**src/rtl/muldiv_pkg.sv**
```systemverilog
// Purpose: shared op/state encodings and default sizing for the EX-stage mul/div unit.
// Latency: n/a (types, constants and helper functions only).
// Backpressure: n/a.
package muldiv_pkg;

    localparam int DEF_WIDTH = 32;
    localparam int DEF_CNT_W = 6;

    typedef enum logic [1:0] {
        OP_MULT  = 2'b00,
        OP_MULTU = 2'b01,
        OP_DIV   = 2'b10,
        OP_DIVU  = 2'b11
    } op_e;

    typedef enum logic [1:0] {
        ST_IDLE = 2'b00,
        ST_BUSY = 2'b01,
        ST_FIX  = 2'b10,
        ST_DONE = 2'b11
    } state_e;

    function automatic logic is_div(input op_e o);
        return (o == OP_DIV) || (o == OP_DIVU);
    endfunction

    function automatic logic is_signed_op(input op_e o);
        return (o == OP_MULT) || (o == OP_DIV);
    endfunction

endpackage

```
**src/rtl/ex_muldiv_if.sv**
```systemverilog
// Purpose: ID/EX-side request bundle and HI/LO result bundle of the mul/div unit.
// Latency: n/a (wires only).
// Backpressure: hold_pipe from the slave freezes the master's latch contents.
interface ex_muldiv_if #(parameter int WIDTH = 32);
    logic             start;
    logic [1:0]       op;
    logic [WIDTH-1:0] bus_a_in;
    logic [WIDTH-1:0] bus_b_in;
    logic             flush;
    logic             hold_pipe;
    logic             busy;
    logic             done;
    logic             div_by_zero;
    logic [WIDTH-1:0] hi_out;
    logic [WIDTH-1:0] lo_out;

    modport master (
        output start, op, bus_a_in, bus_b_in, flush,
        input  hold_pipe, busy, done, div_by_zero, hi_out, lo_out
    );

    modport slave (
        input  start, op, bus_a_in, bus_b_in, flush,
        output hold_pipe, busy, done, div_by_zero, hi_out, lo_out
    );
endinterface

```
**src/rtl/muldiv_step.sv**
```systemverilog
// Purpose: one radix-2 iteration: shift-add for multiply, restoring shift-subtract for divide.
// Latency: combinational.
// Backpressure: none; the caller decides when to register the outputs.
module muldiv_step
    import muldiv_pkg::*;
#(
    parameter int WIDTH = DEF_WIDTH
) (
    input  logic                 div_mode,
    input  logic [2*WIDTH-1:0]   prod_in,    // mul: running product; div: remainder in low word
    input  logic [2*WIDTH-1:0]   mcand_in,   // mul: shifted multiplicand; div: divisor in low word
    input  logic [WIDTH-1:0]     mq_in,      // mul: remaining multiplier; div: dividend/quotient
    output logic [2*WIDTH-1:0]   prod_out,
    output logic [2*WIDTH-1:0]   mcand_out,
    output logic [WIDTH-1:0]     mq_out
);

    logic [WIDTH:0] shifted;
    logic [WIDTH:0] diff;

    // Single iteration; the divide trial difference is negative exactly when bit WIDTH is set
    // because the partial remainder is always below the divisor.
    always_comb begin
        shifted   = {prod_in[WIDTH-1:0], mq_in[WIDTH-1]};
        diff      = shifted - {1'b0, mcand_in[WIDTH-1:0]};
        prod_out  = prod_in;
        mcand_out = mcand_in;
        mq_out    = mq_in;
        if (div_mode) begin
            prod_out = {{WIDTH{1'b0}}, (diff[WIDTH] ? shifted[WIDTH-1:0] : diff[WIDTH-1:0])};
            mq_out   = {mq_in[WIDTH-2:0], ~diff[WIDTH]};
        end else begin
            prod_out  = prod_in + (mq_in[0] ? mcand_in : {2*WIDTH{1'b0}});
            mcand_out = mcand_in << 1;
            mq_out    = mq_in >> 1;
        end
    end

endmodule

```
**src/rtl/ex_muldiv.sv**
```systemverilog
// Purpose: iterative MULT/MULTU/DIV/DIVU unit at the ID/EX latch output; MULDIV_EARLY_OUT_EN ends multiplies early.
// Latency: start cycle + WIDTH busy + fix + done = done in cycle WIDTH+2; zero divisor done in cycle 2.
// Backpressure: hold_pipe freezes ID/EX and earlier latches from start through FIX; low in DONE.
module ex_muldiv
    import muldiv_pkg::*;
#(
    parameter int WIDTH = DEF_WIDTH,
    parameter int CNT_W = DEF_CNT_W
) (
    input  logic        clock,
    input  logic        reset_n,
    ex_muldiv_if.slave  mdu
);

    state_e               state_q, state_d;
    logic [CNT_W-1:0]     cnt_q;
    op_e                  op_q;
    logic                 nsign_q;    // product / quotient sign
    logic                 rsign_q;    // remainder sign
    logic                 dz_q;
    logic [2*WIDTH-1:0]   prod_q, mcand_q, prod_nx, mcand_nx, mul_res;
    logic [WIDTH-1:0]     mq_q, mq_nx, hi_q, lo_q;
    logic [WIDTH-1:0]     a_mag, b_mag, quo_res, rem_res;
    op_e                  op_in;
    logic                 in_div, in_sgn, b_zero;

    assign op_in  = op_e'(mdu.op);
    assign in_div = is_div(op_in);
    assign in_sgn = is_signed_op(op_in);
    assign b_zero = (mdu.bus_b_in == '0);

    // Operand magnitudes; the most negative value maps onto itself, which is its correct unsigned magnitude.
    always_comb begin
        a_mag = (in_sgn && mdu.bus_a_in[WIDTH-1]) ? -mdu.bus_a_in : mdu.bus_a_in;
        b_mag = (in_sgn && mdu.bus_b_in[WIDTH-1]) ? -mdu.bus_b_in : mdu.bus_b_in;
    end

    muldiv_step #(.WIDTH(WIDTH)) u_step (
        .div_mode  (is_div(op_q)),
        .prod_in   (prod_q),
        .mcand_in  (mcand_q),
        .mq_in     (mq_q),
        .prod_out  (prod_nx),
        .mcand_out (mcand_nx),
        .mq_out    (mq_nx)
    );

    // Sign-corrected results, consumed only on the FIX edge.
    always_comb begin
        mul_res = nsign_q ? -prod_q : prod_q;
        quo_res = nsign_q ? -mq_q : mq_q;
        rem_res = rsign_q ? -prod_q[WIDTH-1:0] : prod_q[WIDTH-1:0];
    end

    // State register.
    always_ff @(posedge clock) begin
        if (!reset_n) state_q <= ST_IDLE;
        else          state_q <= state_d;
    end

    // Next-state: flush overrides everything; DONE never re-accepts the still-latched start.
    always_comb begin
        state_d = state_q;
        case (state_q)
            ST_IDLE: if (mdu.start) state_d = (in_div && b_zero) ? ST_FIX : ST_BUSY;
            ST_BUSY: begin
                if (cnt_q == CNT_W'(WIDTH-1)) state_d = ST_FIX;
`ifdef MULDIV_EARLY_OUT_EN
                else if (!is_div(op_q) && (mq_nx == '0)) state_d = ST_FIX;
`endif
            end
            ST_FIX:  state_d = ST_DONE;
            default: state_d = ST_IDLE;
        endcase
        if (mdu.flush) state_d = ST_IDLE;
    end

    // Outputs: status is forced low while reset is asserted, even before the reset edge.
    always_comb begin
        mdu.busy        = reset_n && (state_q != ST_IDLE);
        mdu.hold_pipe   = reset_n && (((state_q == ST_IDLE) && mdu.start && !mdu.flush) ||
                                      (state_q == ST_BUSY) || (state_q == ST_FIX));
        mdu.done        = reset_n && (state_q == ST_DONE);
        mdu.div_by_zero = reset_n && (state_q == ST_DONE) && dz_q;
        mdu.hi_out      = hi_q;
        mdu.lo_out      = lo_q;
    end

    // Datapath: load operands on start, iterate in BUSY, commit HI/LO in FIX; flush freezes all of it.
    always_ff @(posedge clock) begin
        if (!reset_n) begin
            cnt_q   <= '0;
            op_q    <= OP_MULT;
            nsign_q <= 1'b0;
            rsign_q <= 1'b0;
            dz_q    <= 1'b0;
            prod_q  <= '0;
            mcand_q <= '0;
            mq_q    <= '0;
            hi_q    <= '0;
            lo_q    <= '0;
        end else if (!mdu.flush) begin
            case (state_q)
                ST_IDLE: if (mdu.start) begin
                    op_q    <= op_in;
                    cnt_q   <= '0;
                    nsign_q <= in_sgn && (mdu.bus_a_in[WIDTH-1] ^ mdu.bus_b_in[WIDTH-1]);
                    rsign_q <= in_sgn && mdu.bus_a_in[WIDTH-1];
                    mcand_q <= {{WIDTH{1'b0}}, (in_div ? b_mag : a_mag)};
                    if (in_div && b_zero) begin
                        dz_q   <= 1'b1;
                        prod_q <= {{WIDTH{1'b0}}, mdu.bus_a_in};
                        mq_q   <= '1;
                    end else begin
                        dz_q   <= 1'b0;
                        prod_q <= '0;
                        mq_q   <= in_div ? a_mag : b_mag;
                    end
                end
                ST_BUSY: begin
                    prod_q  <= prod_nx;
                    mcand_q <= mcand_nx;
                    mq_q    <= mq_nx;
                    cnt_q   <= cnt_q + 1'b1;
                end
                ST_FIX: begin
                    if (dz_q) begin
                        hi_q <= prod_q[WIDTH-1:0];
                        lo_q <= mq_q;
                    end else if (is_div(op_q)) begin
                        hi_q <= rem_res;
                        lo_q <= quo_res;
                    end else begin
                        hi_q <= mul_res[2*WIDTH-1:WIDTH];
                        lo_q <= mul_res[WIDTH-1:0];
                    end
                end
                default: ;
            endcase
        end
    end

endmodule

```
**src/flat_wrapper.sv**
```systemverilog
// flat-port wrapper written by rule: the top's interface ports become plain ports
module ex_muldiv_flat import muldiv_pkg::*;
#(
    parameter int WIDTH = DEF_WIDTH,
    parameter int CNT_W = DEF_CNT_W
)
  (clock, reset_n, mdu_start, mdu_op, mdu_bus_a_in, mdu_bus_b_in, mdu_flush, mdu_hold_pipe, mdu_busy, mdu_done, mdu_div_by_zero, mdu_hi_out, mdu_lo_out);
  ex_muldiv_if #(.WIDTH(WIDTH)) mdu_i ();
  input  logic clock;
  input  logic reset_n;
  input wire logic [$bits(mdu_i.start)-1:0] mdu_start;
  input wire logic [$bits(mdu_i.op)-1:0] mdu_op;
  input wire logic [$bits(mdu_i.bus_a_in)-1:0] mdu_bus_a_in;
  input wire logic [$bits(mdu_i.bus_b_in)-1:0] mdu_bus_b_in;
  input wire logic [$bits(mdu_i.flush)-1:0] mdu_flush;
  output wire logic [$bits(mdu_i.hold_pipe)-1:0] mdu_hold_pipe;
  output wire logic [$bits(mdu_i.busy)-1:0] mdu_busy;
  output wire logic [$bits(mdu_i.done)-1:0] mdu_done;
  output wire logic [$bits(mdu_i.div_by_zero)-1:0] mdu_div_by_zero;
  output wire logic [$bits(mdu_i.hi_out)-1:0] mdu_hi_out;
  output wire logic [$bits(mdu_i.lo_out)-1:0] mdu_lo_out;
  assign mdu_i.start = mdu_start;
  assign mdu_i.op = mdu_op;
  assign mdu_i.bus_a_in = mdu_bus_a_in;
  assign mdu_i.bus_b_in = mdu_bus_b_in;
  assign mdu_i.flush = mdu_flush;
  assign mdu_hold_pipe = mdu_i.hold_pipe;
  assign mdu_busy = mdu_i.busy;
  assign mdu_done = mdu_i.done;
  assign mdu_div_by_zero = mdu_i.div_by_zero;
  assign mdu_hi_out = mdu_i.hi_out;
  assign mdu_lo_out = mdu_i.lo_out;
  ex_muldiv #(.WIDTH(WIDTH), .CNT_W(CNT_W)) u_core (.clock(clock), .reset_n(reset_n), .mdu(mdu_i));
endmodule
```
**config.mk**
```make
export PLATFORM = sky130hd
export DESIGN_NAME = ex_muldiv_flat
export DESIGN_NICKNAME = d
export VERILOG_FILES = /design/src/rtl/muldiv_pkg.sv /design/src/rtl/ex_muldiv_if.sv /design/src/rtl/muldiv_step.sv /design/src/rtl/ex_muldiv.sv /design/src/flat_wrapper.sv
export SDC_FILE = /design/constraint.sdc
export NUM_CORES = 1
export LEC_CHECK = 0
export ABC_CLOCK_PERIOD_IN_PS = 9700
export CAP_MARGIN = 5
export CORE_MARGIN = 2
export CORE_UTILIZATION = 50
export CTS_CLUSTER_SIZE = 14
export DETAILED_ROUTE_END_ITERATION = 8
export GPL_TIMING_DRIVEN = 1
export PLACE_DENSITY = 0.7
export SYNTH_ARGS = -nofsm -noshare
export SYNTH_HDL_FRONTEND = slang
export SYNTH_SLANG_ARGS = --single-unit
```
**constraint.sdc**
```tcl
create_clock -name clock -period 9.7 [get_ports clock]
set_clock_uncertainty 0.1 [all_clocks]
set_input_delay 1.94 -clock clock [delete_from_list [all_inputs] [get_ports clock]]
set_output_delay 1.94 -clock clock [all_outputs]
set_load 0.005 [all_outputs]
```
==> results.sh <==
export IMPL_status="complete, no violations"
export IMPL_cts_tree="done"
export IMPL_vias_per_cell=6.558
export IMPL_path_class="input port to output port"
export IMPL_antenna_found_initial=0
export IMPL_design_die_area_um2=43170
export IMPL_core_area_um2=40920
export IMPL_synthArstFlopShare_pct=0
export IMPL_worstPathMaxFanout=10
export IMPL_die_w_um=207.8
export IMPL_slew_headroom_pct=30.60
export IMPL_cts_made_buffers=30
export IMPL_synth_area_leaders="dfxtp_1, a21oi_1, ha_1, nand2_1, nor2_1"
export IMPL_ys_types=83
export IMPL_worstMarginPinSlew_ns=1.041
export IMPL_synth_area_mux_share_pct=2.344
export IMPL_syn_avg_cell_area_um2=7.133
export IMPL_critPathRequiredTime_ns=7.66
export IMPL_slew_viol_final=0
export IMPL_first_pass_iters=7
export IMPL_rows=74
export IMPL_insertion_delay_ns=0.58
export IMPL_worstPathArrival_ns=3.69
export IMPL_min_period_ns=5.734
export IMPL_final_antenna_net_count=0
export IMPL_hold_viol=0
export IMPL_synth_compound_area_share_pct=32.66
export IMPL_io_pin_count=138
export IMPL_drive_gt1_share_pct=4.391
export IMPL_synth_cells=2911
export IMPL_via_count=22450
export IMPL_fp_dieH_um=207.8
export IMPL_synth_top_family_by_area="compound AO/OA/AOI/OAI gates"
export IMPL_post_cts_buffers=0
export IMPL_holdWs_ns=0.3441
export IMPL_fin_setup_tns_ns=0
export IMPL_synth_top_area_share_pct=22.75
export IMPL_cts_root_buffer="clkbuf_16"
export IMPL_ctsHoldBuffers=0
export IMPL_grt_setup_unrepaired="no"
export IMPL_worst_setup_path_start_kind="input port"
export IMPL_dp_hpwl_mm=57.66
export IMPL_diodes=0
export IMPL_clock_sinks=236
export IMPL_start_util_pct=50.74
export IMPL_crit_path_end_kind="output port"
export IMPL_ys_ff_latch=236
export IMPL_grt_ovfl_total=0
export IMPL_seq_area_frac_synth_pct=22.75
export IMPL_hold_path_class="flop to flop"
export IMPL_syn_area_um2=20760
export IMPL_synthAdderAreaFrac_pct=6.460
export IMPL_period_share_pct=59.11
export IMPL_portBuffers=137
export IMPL_finalWirelength_mm=78.25
export IMPL_yosysTopAreaCell="dfxtp_1"
export IMPL_drt_iter0_markers=2764
export IMPL_setup_viol=0
export IMPL_synthesis_nets=3087
export IMPL_grt_pass1_wl_mm=120.6
export IMPL_vdd_drop_max_mv=0.1339
export IMPL_wl_per_cell_um=22.85
export IMPL_maxCapViolations=0
export IMPL_synthToLayoutAreaGrowth_pct=11.63
export IMPL_synth_edff_count=0
export IMPL_place_congestion=0.9746
export IMPL_p_leak_uw=0.008974
export IMPL_drc=0
export IMPL_h_tree_depth=1
export IMPL_p_per_area_nw_per_um2=128.5
export IMPL_grt_max_degree=102
export IMPL_nets=3045
export IMPL_r2r_setup_slack_ns=4.19
export IMPL_grt_use_total_pct=34.91
export IMPL_ctsLongestPathBuffers=3
export IMPL_synthSimpleGateAreaFrac_pct=21.06
export IMPL_clkTransAtPathRegs_ns=0.06
export IMPL_synthFlopType="dfxtp_1"
export IMPL_post_cts_resize_count=0
export IMPL_synthXorXnorAreaFrac_pct=8.689
export IMPL_grt_pass1_vias=20660
export IMPL_fmax_mhz=174.4
export IMPL_yosys_warnings=0
[per-layer routing]
metal / vias up / track usage, % / wire length (um)
li1: 10500 / - / -
met1: 10580 / 48.24 / 33400
met2: 1183 / 52.89 / 33190
met3: 194 / 5.280 / 7214
met4: 0 / 17.27 / 4448
met5: - / 0 / 0
[state kept, by name, indices dropped and copies added (netlist names)]
signal and flops:
u_core.cnt_q 6, u_core.dz_q 1, u_core.state_q 2, u_core.mq_q 32, u_core.rsign_q 1, u_core.mdu.hi_out 32, u_core.mcand_q 64, u_core.mdu.lo_out 32
u_core.op_q 1, u_core.prod_q 64, u_core.nsign_q 1
[cell usage after synthesis, drive strengths merged, types with 8 or more instances]
cell,count
a31oi,34
o211ai,33
o21ai,206
xor2,98
nor4,14
a21o,84
xnor2,108
and3,19
a22oi,41
clkbuf,213
nor2,281
o31ai,39
or4,19
nand3,39
dfxtp,236
nand4,30
a211oi,120
o221ai,25
and2,46
nand2b,21
o31a,8
nor2b,16
nand2,346
nor3,56
o41ai,18
ha,104
mux2i,43
buf,33
a221oi,47
o21bai,14
o21a,18
a21oi,275
inv,82
or3,36
or2,11
[cell usage in the layout, fill, tap and decap left out, types with 84 or more instances in the layout]
cell type        count
a21oi_1            275
clkdlybuf4s50_1    135
a21o_1              84
o21ai_0            203
ha_1               103
nand2_1            344
xor2_1              98
nor2_1             278
a211oi_1           120
xnor2_1            108
dfxtp_1            233
[critical path, stage by stage]
cell and delay [ns]:
clkdlybuf4s50_1 0.57, nand3b_1 0.45, a21oi_1 0.22, clkdlybuf4s50_1 0.51
[worst paths after layout]
path | startpoint | end | depth (start not counted)
setup / recovery | mdu_flush | mdu_hold_pipe | 4
hold reg to reg | u_core.mdu.hi_out[27] | u_core.mdu.hi_out[27] | 2
setup reg to reg | u_core.mq_q[0] | u_core.prod_q[63] | 17
hold / removal | u_core.mdu.hi_out[27] | u_core.mdu.hi_out[27] | 2
[power by group]
group | internal (uW) | switching (uW) | total, uW
logic | 272 | 507 | 780
registers | 1000 | 51.7 | 1050
clock network | 686 | 461 | 1150
total | 1960 | 1020 | 2980
[area by class of cell]
type	instances	area, um2
inverter	83	314.1
multi-input combinational	2346	14830
timing repair buffer	172	1624
clock inverter	11	128.9
sequential	236	4731
tap	532	665.6
fill	3944	17750
clock buffer	44	885.9
[metrics by stage]
step / utilization (%) / cells / total power (uW) / area [um2] / setup slack [ns]
2_1_floorplan: - / 2911 / 1570 / 20760 / 4.826
3_3_place_gp: 54.16 / 3369 / 1812 / 22160 / 3.871
3_5_place_dp: 54.16 / 3369 / 1821 / 22160 / 3.666
4_1_cts: 56.64 / 3424 / 2963 / 23180 / 3.976
5_1_grt: 56.64 / 3424 / 3083 / 23180 / 3.794
6_report: 56.64 / 3424 / 2978 / 23180 / 3.966
[cells by family after synthesis]
logic type	Yosys count
AOI/OAI and AO/OA	1035
and+or+nand+nor	951
buffers and inverters	329
DFF	236
xor gates and xnor gates	206
adders and majority gates	106
muxes	48
No activity file was read; power rests on OpenSTA's default activity.
